## src/rtl/fake_fpga_io_ctrl_if.sv

```systemverilog
// Bus bundle between design logic and the fake_fpga I/O controller.
// The master side drives requests and raw buttons. The slave side is the controller.
interface fake_fpga_io_ctrl_if #(
  parameter int NUM_REQ = 4
);
  logic [NUM_REQ-1:0]   req;
  logic [8*NUM_REQ-1:0] req_data;
  logic [NUM_REQ-1:0]   gnt;
  logic [7:0]           leds;
  logic [7:0]           buttons;
  logic [7:0]           btn_state;
  logic [7:0]           btn_rise;
  logic [7:0]           btn_fall;

  modport master (
    output req, req_data, buttons,
    input  gnt, leds, btn_state, btn_rise, btn_fall
  );

  modport slave (
    input  req, req_data, buttons,
    output gnt, leds, btn_state, btn_rise, btn_fall
  );
endinterface

```

## src/rtl/fake_fpga_io_ctrl.sv

```systemverilog
// Round-robin LED-bank arbiter with a minimum hold window.
// Also contains a synchronizer and debouncer with edge pulses for the board buttons.
module fake_fpga_io_ctrl #(
  parameter int NUM_REQ     = 4,
  parameter int HOLD_CYCLES = 16,
  parameter int DEBOUNCE    = 8
) (
  input  logic                 clk,
  input  logic                 rst_n,
  fake_fpga_io_ctrl_if.slave   bus
);
  localparam int IDX_W  = $clog2(NUM_REQ);
  localparam int HOLD_W = $clog2(HOLD_CYCLES + 1);
  localparam int DB_W   = $clog2(DEBOUNCE + 1);

  localparam logic [HOLD_W-1:0] HOLD_MAX = HOLD_W'(HOLD_CYCLES - 1);
  localparam logic [DB_W-1:0]   DB_LAST  = DB_W'(DEBOUNCE - 1);
  localparam logic [IDX_W-1:0]  LAST_RST = IDX_W'(NUM_REQ - 1);

  typedef enum logic {S_IDLE, S_OWN} state_t;

  state_t             state_q, state_d;
  logic [NUM_REQ-1:0] gnt_q, gnt_d;
  logic [7:0]         leds_q, leds_d;
  logic [IDX_W-1:0]   last_q, last_d;
  logic [HOLD_W-1:0]  hold_q, hold_d;

  logic               rr_found, pre_found;
  logic [IDX_W-1:0]   rr_idx, pre_idx;

  // Scan from farthest to nearest so the nearest set bit after last_q wins.
  // A hit at distance NUM_REQ is last_q itself. Preemption never considers that hit.
  always_comb begin
    rr_found  = 1'b0;
    rr_idx    = last_q;
    pre_found = 1'b0;
    pre_idx   = last_q;
    for (int k = NUM_REQ; k >= 1; k--) begin
      if (bus.req[(int'(last_q) + k) % NUM_REQ]) begin
        rr_found = 1'b1;
        rr_idx   = IDX_W'((int'(last_q) + k) % NUM_REQ);
        if (k != NUM_REQ) begin
          pre_found = 1'b1;
          pre_idx   = IDX_W'((int'(last_q) + k) % NUM_REQ);
        end
      end
    end
  end

  always_comb begin
    state_d = state_q;
    gnt_d   = gnt_q;
    leds_d  = leds_q;
    last_d  = last_q;
    hold_d  = hold_q;
    case (state_q)
      S_IDLE: begin
        if (rr_found) begin
          gnt_d   = NUM_REQ'(1) << rr_idx;
          leds_d  = bus.req_data[8*rr_idx +: 8];
          last_d  = rr_idx;
          hold_d  = '0;
          state_d = S_OWN;
        end
      end
      S_OWN: begin
        // last_q always names the current owner while in OWN.
        if (!bus.req[last_q]) begin
          gnt_d   = '0;
          state_d = S_IDLE;
        end else if (hold_q == HOLD_MAX && pre_found) begin
          gnt_d  = NUM_REQ'(1) << pre_idx;
          leds_d = bus.req_data[8*pre_idx +: 8];
          last_d = pre_idx;
          hold_d = '0;
        end else begin
          leds_d = bus.req_data[8*last_q +: 8];
          if (hold_q != HOLD_MAX) begin
            hold_d = hold_q + HOLD_W'(1);
          end
        end
      end
      default: begin
        state_d = S_IDLE;
        gnt_d   = '0;
      end
    endcase
  end

  always_ff @(posedge clk or negedge rst_n) begin
    if (!rst_n) begin
      state_q <= S_IDLE;
      gnt_q   <= '0;
      leds_q  <= 8'h00;
      last_q  <= LAST_RST;
      hold_q  <= '0;
    end else begin
      state_q <= state_d;
      gnt_q   <= gnt_d;
      leds_q  <= leds_d;
      last_q  <= last_d;
      hold_q  <= hold_d;
    end
  end

  assign bus.gnt  = gnt_q;
  assign bus.leds = leds_q;

  logic [7:0] sync1_q, sync2_q;

  always_ff @(posedge clk or negedge rst_n) begin
    if (!rst_n) begin
      sync1_q <= 8'h00;
      sync2_q <= 8'h00;
    end else begin
      sync1_q <= bus.buttons;
      sync2_q <= sync1_q;
    end
  end

  for (genvar gi = 0; gi < 8; gi++) begin : g_btn
    logic [DB_W-1:0] cnt_q, cnt_d;
    logic            st_q, st_d;
    logic            rise_q, rise_d;
    logic            fall_q, fall_d;

    always_comb begin
      cnt_d  = '0;
      st_d   = st_q;
      rise_d = 1'b0;
      fall_d = 1'b0;
      if (sync2_q[gi] != st_q) begin
        if (cnt_q == DB_LAST) begin
          st_d   = ~st_q;
          rise_d = ~st_q;
          fall_d = st_q;
        end else begin
          cnt_d = cnt_q + DB_W'(1);
        end
      end
    end

    always_ff @(posedge clk or negedge rst_n) begin
      if (!rst_n) begin
        cnt_q  <= '0;
        st_q   <= 1'b0;
        rise_q <= 1'b0;
        fall_q <= 1'b0;
      end else begin
        cnt_q  <= cnt_d;
        st_q   <= st_d;
        rise_q <= rise_d;
        fall_q <= fall_d;
      end
    end

    assign bus.btn_state[gi] = st_q;
    assign bus.btn_rise[gi]  = rise_q;
    assign bus.btn_fall[gi]  = fall_q;
  end
endmodule

```

## src/flat_wrapper.sv

```systemverilog
// flat-port wrapper written by rule: the top's interface ports become plain ports
module fake_fpga_io_ctrl_flat 
#(
  parameter int NUM_REQ     = 4,
  parameter int HOLD_CYCLES = 16,
  parameter int DEBOUNCE    = 8
)
  (clk, rst_n, bus_req, bus_req_data, bus_buttons, bus_gnt, bus_leds, bus_btn_state, bus_btn_rise, bus_btn_fall);
  fake_fpga_io_ctrl_if #(.NUM_REQ(NUM_REQ)) bus_i ();
  input  logic clk;
  input  logic rst_n;
  input wire logic [$bits(bus_i.req)-1:0] bus_req;
  input wire logic [$bits(bus_i.req_data)-1:0] bus_req_data;
  input wire logic [$bits(bus_i.buttons)-1:0] bus_buttons;
  output wire logic [$bits(bus_i.gnt)-1:0] bus_gnt;
  output wire logic [$bits(bus_i.leds)-1:0] bus_leds;
  output wire logic [$bits(bus_i.btn_state)-1:0] bus_btn_state;
  output wire logic [$bits(bus_i.btn_rise)-1:0] bus_btn_rise;
  output wire logic [$bits(bus_i.btn_fall)-1:0] bus_btn_fall;
  assign bus_i.req = bus_req;
  assign bus_i.req_data = bus_req_data;
  assign bus_i.buttons = bus_buttons;
  assign bus_gnt = bus_i.gnt;
  assign bus_leds = bus_i.leds;
  assign bus_btn_state = bus_i.btn_state;
  assign bus_btn_rise = bus_i.btn_rise;
  assign bus_btn_fall = bus_i.btn_fall;
  fake_fpga_io_ctrl #(.NUM_REQ(NUM_REQ), .HOLD_CYCLES(HOLD_CYCLES), .DEBOUNCE(DEBOUNCE)) u_core (.clk(clk), .rst_n(rst_n), .bus(bus_i));
endmodule
```

## config.mk

```make
export PLATFORM = sky130hd
export DESIGN_NAME = fake_fpga_io_ctrl_flat
export DESIGN_NICKNAME = d
export VERILOG_FILES = /design/src/rtl/fake_fpga_io_ctrl_if.sv /design/src/rtl/fake_fpga_io_ctrl.sv /design/src/flat_wrapper.sv
export SDC_FILE = /design/constraint.sdc
export NUM_CORES = 1
export LEC_CHECK = 0
export ABC_AREA = 1
export CORE_AREA = 2 2 98 100
export DETAILED_ROUTE_END_ITERATION = 10
export DIE_AREA = 0 0 100 102
export PLACE_DENSITY = 0.79
export SLEW_MARGIN = 20
export SYNTH_ARGS = -nofsm -noshare
export SYNTH_HDL_FRONTEND = slang
export SYNTH_SLANG_ARGS = --single-unit
export TNS_END_PERCENT = 10
```

## constraint.sdc

```tcl
create_clock -name clk -period 2.7 [get_ports clk]
set_clock_uncertainty 0.05 [all_clocks]
set_input_delay 0.675 -clock clk [delete_from_list [all_inputs] [get_ports clk]]
set_output_delay 0.675 -clock clk [all_outputs]
set_load 0.02 [all_outputs]
```

==> metrics.cfg <==
[status]
status = finished clean

[global_route]
use_met1_pct = 25.2
grt_pass1_wl_um = 16400
grt_pass1_vias = 3679
met3_usage_pct = 3.49
grt_max_degree = 44
grt-busiest-layer = met2
grt-ovfl-total = 0
grt_util_met2_pct = 35.1
track_usage_pct = 20.2
antenna_found_initial = 0

[synthesis]
synth_top_area_cell = dfrtp_1
yosysWarnings = 0
ys_async_sr_fraction_pct = 100
synth_edf_count = 0
synth_area_mm2 = 0.00475
synthFlopType = dfrtp_1
synth_top_area_share_pct = 47.4
ys_types = 36
synthCells = 538
synth_common_cells = nand2_1 (97), dfrtp_1 (90), nor2_1 (69), inv_1 (53), nand3_1 (35)
ys_ff_latch = 92
syn_area_per_cell_um2 = 8.84
synth.area.top_cells = dfrtp_1 (47%), nand2_1 (7.7%), nor2_1 (5.4%), inv_1 (4.2%), buf_4 (4.1%)
post-synth-top-count-cell = nand2_1
ys_seq_area_share_pct = 48.5
syn_nets = 594

[power_and_ir_drop]
switching_share_pct = 43.0
p_comb_share_pct = 50.6
seq_power_share_pct = 31.4
p_int_mw = 3.64
ir_drop_v = 0.000653
switchingPower_mw = 2.75
pwr-share-clk_pct = 18.0
power_leakage_nw = 2.78
powerDensity_mw_per_mm2 = 1110

[finish]
regArea_mm2 = 0.00230
final_cells = 720
area_delta_synth_final_pct = 21.0
diodes = 0
drive_gt1_share_pct = 11.7
fin_nets = 660
fillers = 763
multiInputGateArea_mm2 = 0.00193

[drt]
postRouteAntennaNets = 0
vias = 3687
routedWlPerCell_um = 13.3
drtIter0Drc = 163
routed_via_density = 5.12
first_pass_iters = 5
drc = 0
wirelength_um = 9610

[timing]
max_slew.worst_pin.slew_ps = 544
setup_slack_ps = 319
fin_crit_sh_pct = 88.2
hold_viol = 0
slew_violations = 0
grt_setup_unrepaired = false
finalSetupViolCount = 0
fmax_mhz = 420
slew-limit-headroom_pct = 63.7
min_period_ps = 2380

[clock_network]
post_cts_resized = 0
ctsRootBufferMaster = clkbuf_8
insertion_delay_ps = 350
cts_sinks = 92
post_cts_buffers = 0
cts.clk_slew.worst_paths_ps = 90
h-tree-depth = 3
cts_tree = done
cts_buffers = 9
clockBufferDepth = 2
holdBufCountCts = 0

[worst_setup_path]
end_kind = flop
max_stage_delay_ps = 640
required_ps = 2940
startpoint_type = flop
path_depth = 14
path_cells = inv_2 -> nand2_1 -> nand2_1 -> nand2_2 -> nand2_2 -> clkinv_2 -> nand3_4 -> nand2_8 -> inv_2 -> nor2_2 -> nand2_1 -> nand3_1 -> nand2_1 -> nand2_1
ff2ff_path_depth = 14
crit_type = reg2reg
r2r_start = u_core.last_q[0]
critPathArrivalTime_ps = 2630
startpoint = u_core.last_q[0]
cp_max_fo = 17
path_buf_inv = 3
worst_path_dominant_cell_family = simple AND/OR/NAND/NOR gates
slowest_stage = dfstp_2
cp_common_cell = nand2_1

[placement]
post-place-ws_ps = -30.4
place.gp.congestion = 0.924
io_buffer_count = 81
dp_hpwl_um = 7530
dp_cells = 704

[floorplan]
fp.dieW_um = 100
core_mm2 = 0.00911
num_rows = 35
start_util_pct = 52.2
pin_count = 82
die_h_um = 102
die_area_mm2 = 0.0102

[min_path]
min_path_type = in2async

[flow_run]
drv_cap = 0

## sequential cells by signal, indices dropped and copies added (netlist names)
| signal | flops |
|---|---|
| u_core.g_btn.cnt_q | 32 |
| u_core.bus.gnt | 4 |
| u_core.g_btn.fall_q | 8 |
| u_core.last_q | 2 |
| u_core.state_q | 1 |
| u_core.sync2_q | 8 |
| u_core.sync1_q | 8 |
| u_core.g_btn.rise_q | 8 |
| u_core.g_btn.st_q | 8 |
| u_core.bus.leds | 8 |
| u_core.hold_q | 5 |
## through the flow
step	util, %	power [mW]	setup TNS [ps]	instance area, um^2	hold slack (ps)
2_1_floorplan	-	4.49	0	4750	281
3_3_place_gp	60.3	5.15	0	5500	284
3_5_place_dp	60.3	5.26	-58.2	5500	288
4_1_cts	63.2	6.42	0	5750	258
5_1_grt	63.2	6.92	0	5750	289
6_report	63.2	6.39	0	5750	258
## worst register-to-register path, cell delays in order (launching register included)
cell and delay [ps]:
dfstp_2 640, inv_2 180, nand2_1 110, nand2_1 130
nand2_2 150, nand2_2 60, clkinv_2 70, nand3_4 190
nand2_8 210, inv_2 60, nor2_2 170, nand2_1 70
nand3_1 120, nand2_1 60, nand2_1 50
## worst paths after layout
path / slack, ps / end
worst max register to register: 320 / u_core.bus.leds[7]
worst max-delay path: 320 / u_core.bus.leds[7]
max in group asynchronous: 1750 / u_core.g_btn[5].cnt_q[3]
worst min-delay path: 260 / u_core.g_btn[3].st_q
min in group clk: 300 / u_core.sync2_q[4]
worst min register to register: 300 / u_core.sync2_q[4]
## routing by layer
| layer | wire (um) | part of all wire, % |
|---|---|---|
| met1 | 4210 | 44 |
| met2 | 4720 | 49 |
| met3 | 471 | 4.9 |
| met4 | 199 | 2.1 |
| met5 | 0 | 0 |
## cell type report
| type | instances | area share (%) |
|---|---|---|
| clock buffers | 11 | 2.28 |
| multi-input cells | 349 | 33.6 |
| flip-flops and latches | 92 | 40.1 |
| clock inverters | 5 | 2.17 |
| repair buffers | 89 | 15.3 |
| inverters | 63 | 4.18 |
| well taps | 111 | 2.41 |
## power by group through the flow
| stage | clock network [mW] | registers [mW] | logic (mW) |
|---|---|---|---|
| detailed placement | 0 | 2.02 | 3.24 |
| global route | 1.23 | 2.04 | 3.64 |
| global placement | 0 | 2.00 | 3.15 |
| floorplan | 0 | 2.01 | 2.48 |
| CTS | 1.18 | 2.00 | 3.24 |
| finish | 1.15 | 2.00 | 3.23 |
## kinds of logic after synthesis
group | Yosys count | synth area share (%)
AO/OA/AOI/OAI | 47 | 6.08
flip-flops | 92 | 48.5
AND/OR/NAND/NOR | 275 | 28.8
buffers and inverters | 97 | 10.9
adder cells (fa/ha/maj) | 10 | 2.63
XOR/XNOR | 17 | 3.13
## cells in the final DEF, fill, tap and decap left out, types with 3 or more instances in the layout
master           instances
nand2_1                 97
dfrtp_1                 90
clkdlybuf4s50_1         80
nor2_1                  69
inv_1                   53
nand3_1                 35
o21ai_0                 20
nor3_1                  16
nand2_2                 14
nand4_1                 14
ha_1                    10
nand3b_1                 9
nand2_4                  9
xor2_1                   9
clkbuf_8                 9
xnor2_1                  8
inv_2                    8
buf_4                    8
a21oi_1                  7
nand3_2                  6
o21ai_1                  6
a221oi_1                 5
bufinv_16                4
a22oi_1                  3
o21bai_1                 3
Note: power is estimated with default switching activity, not from simulation.
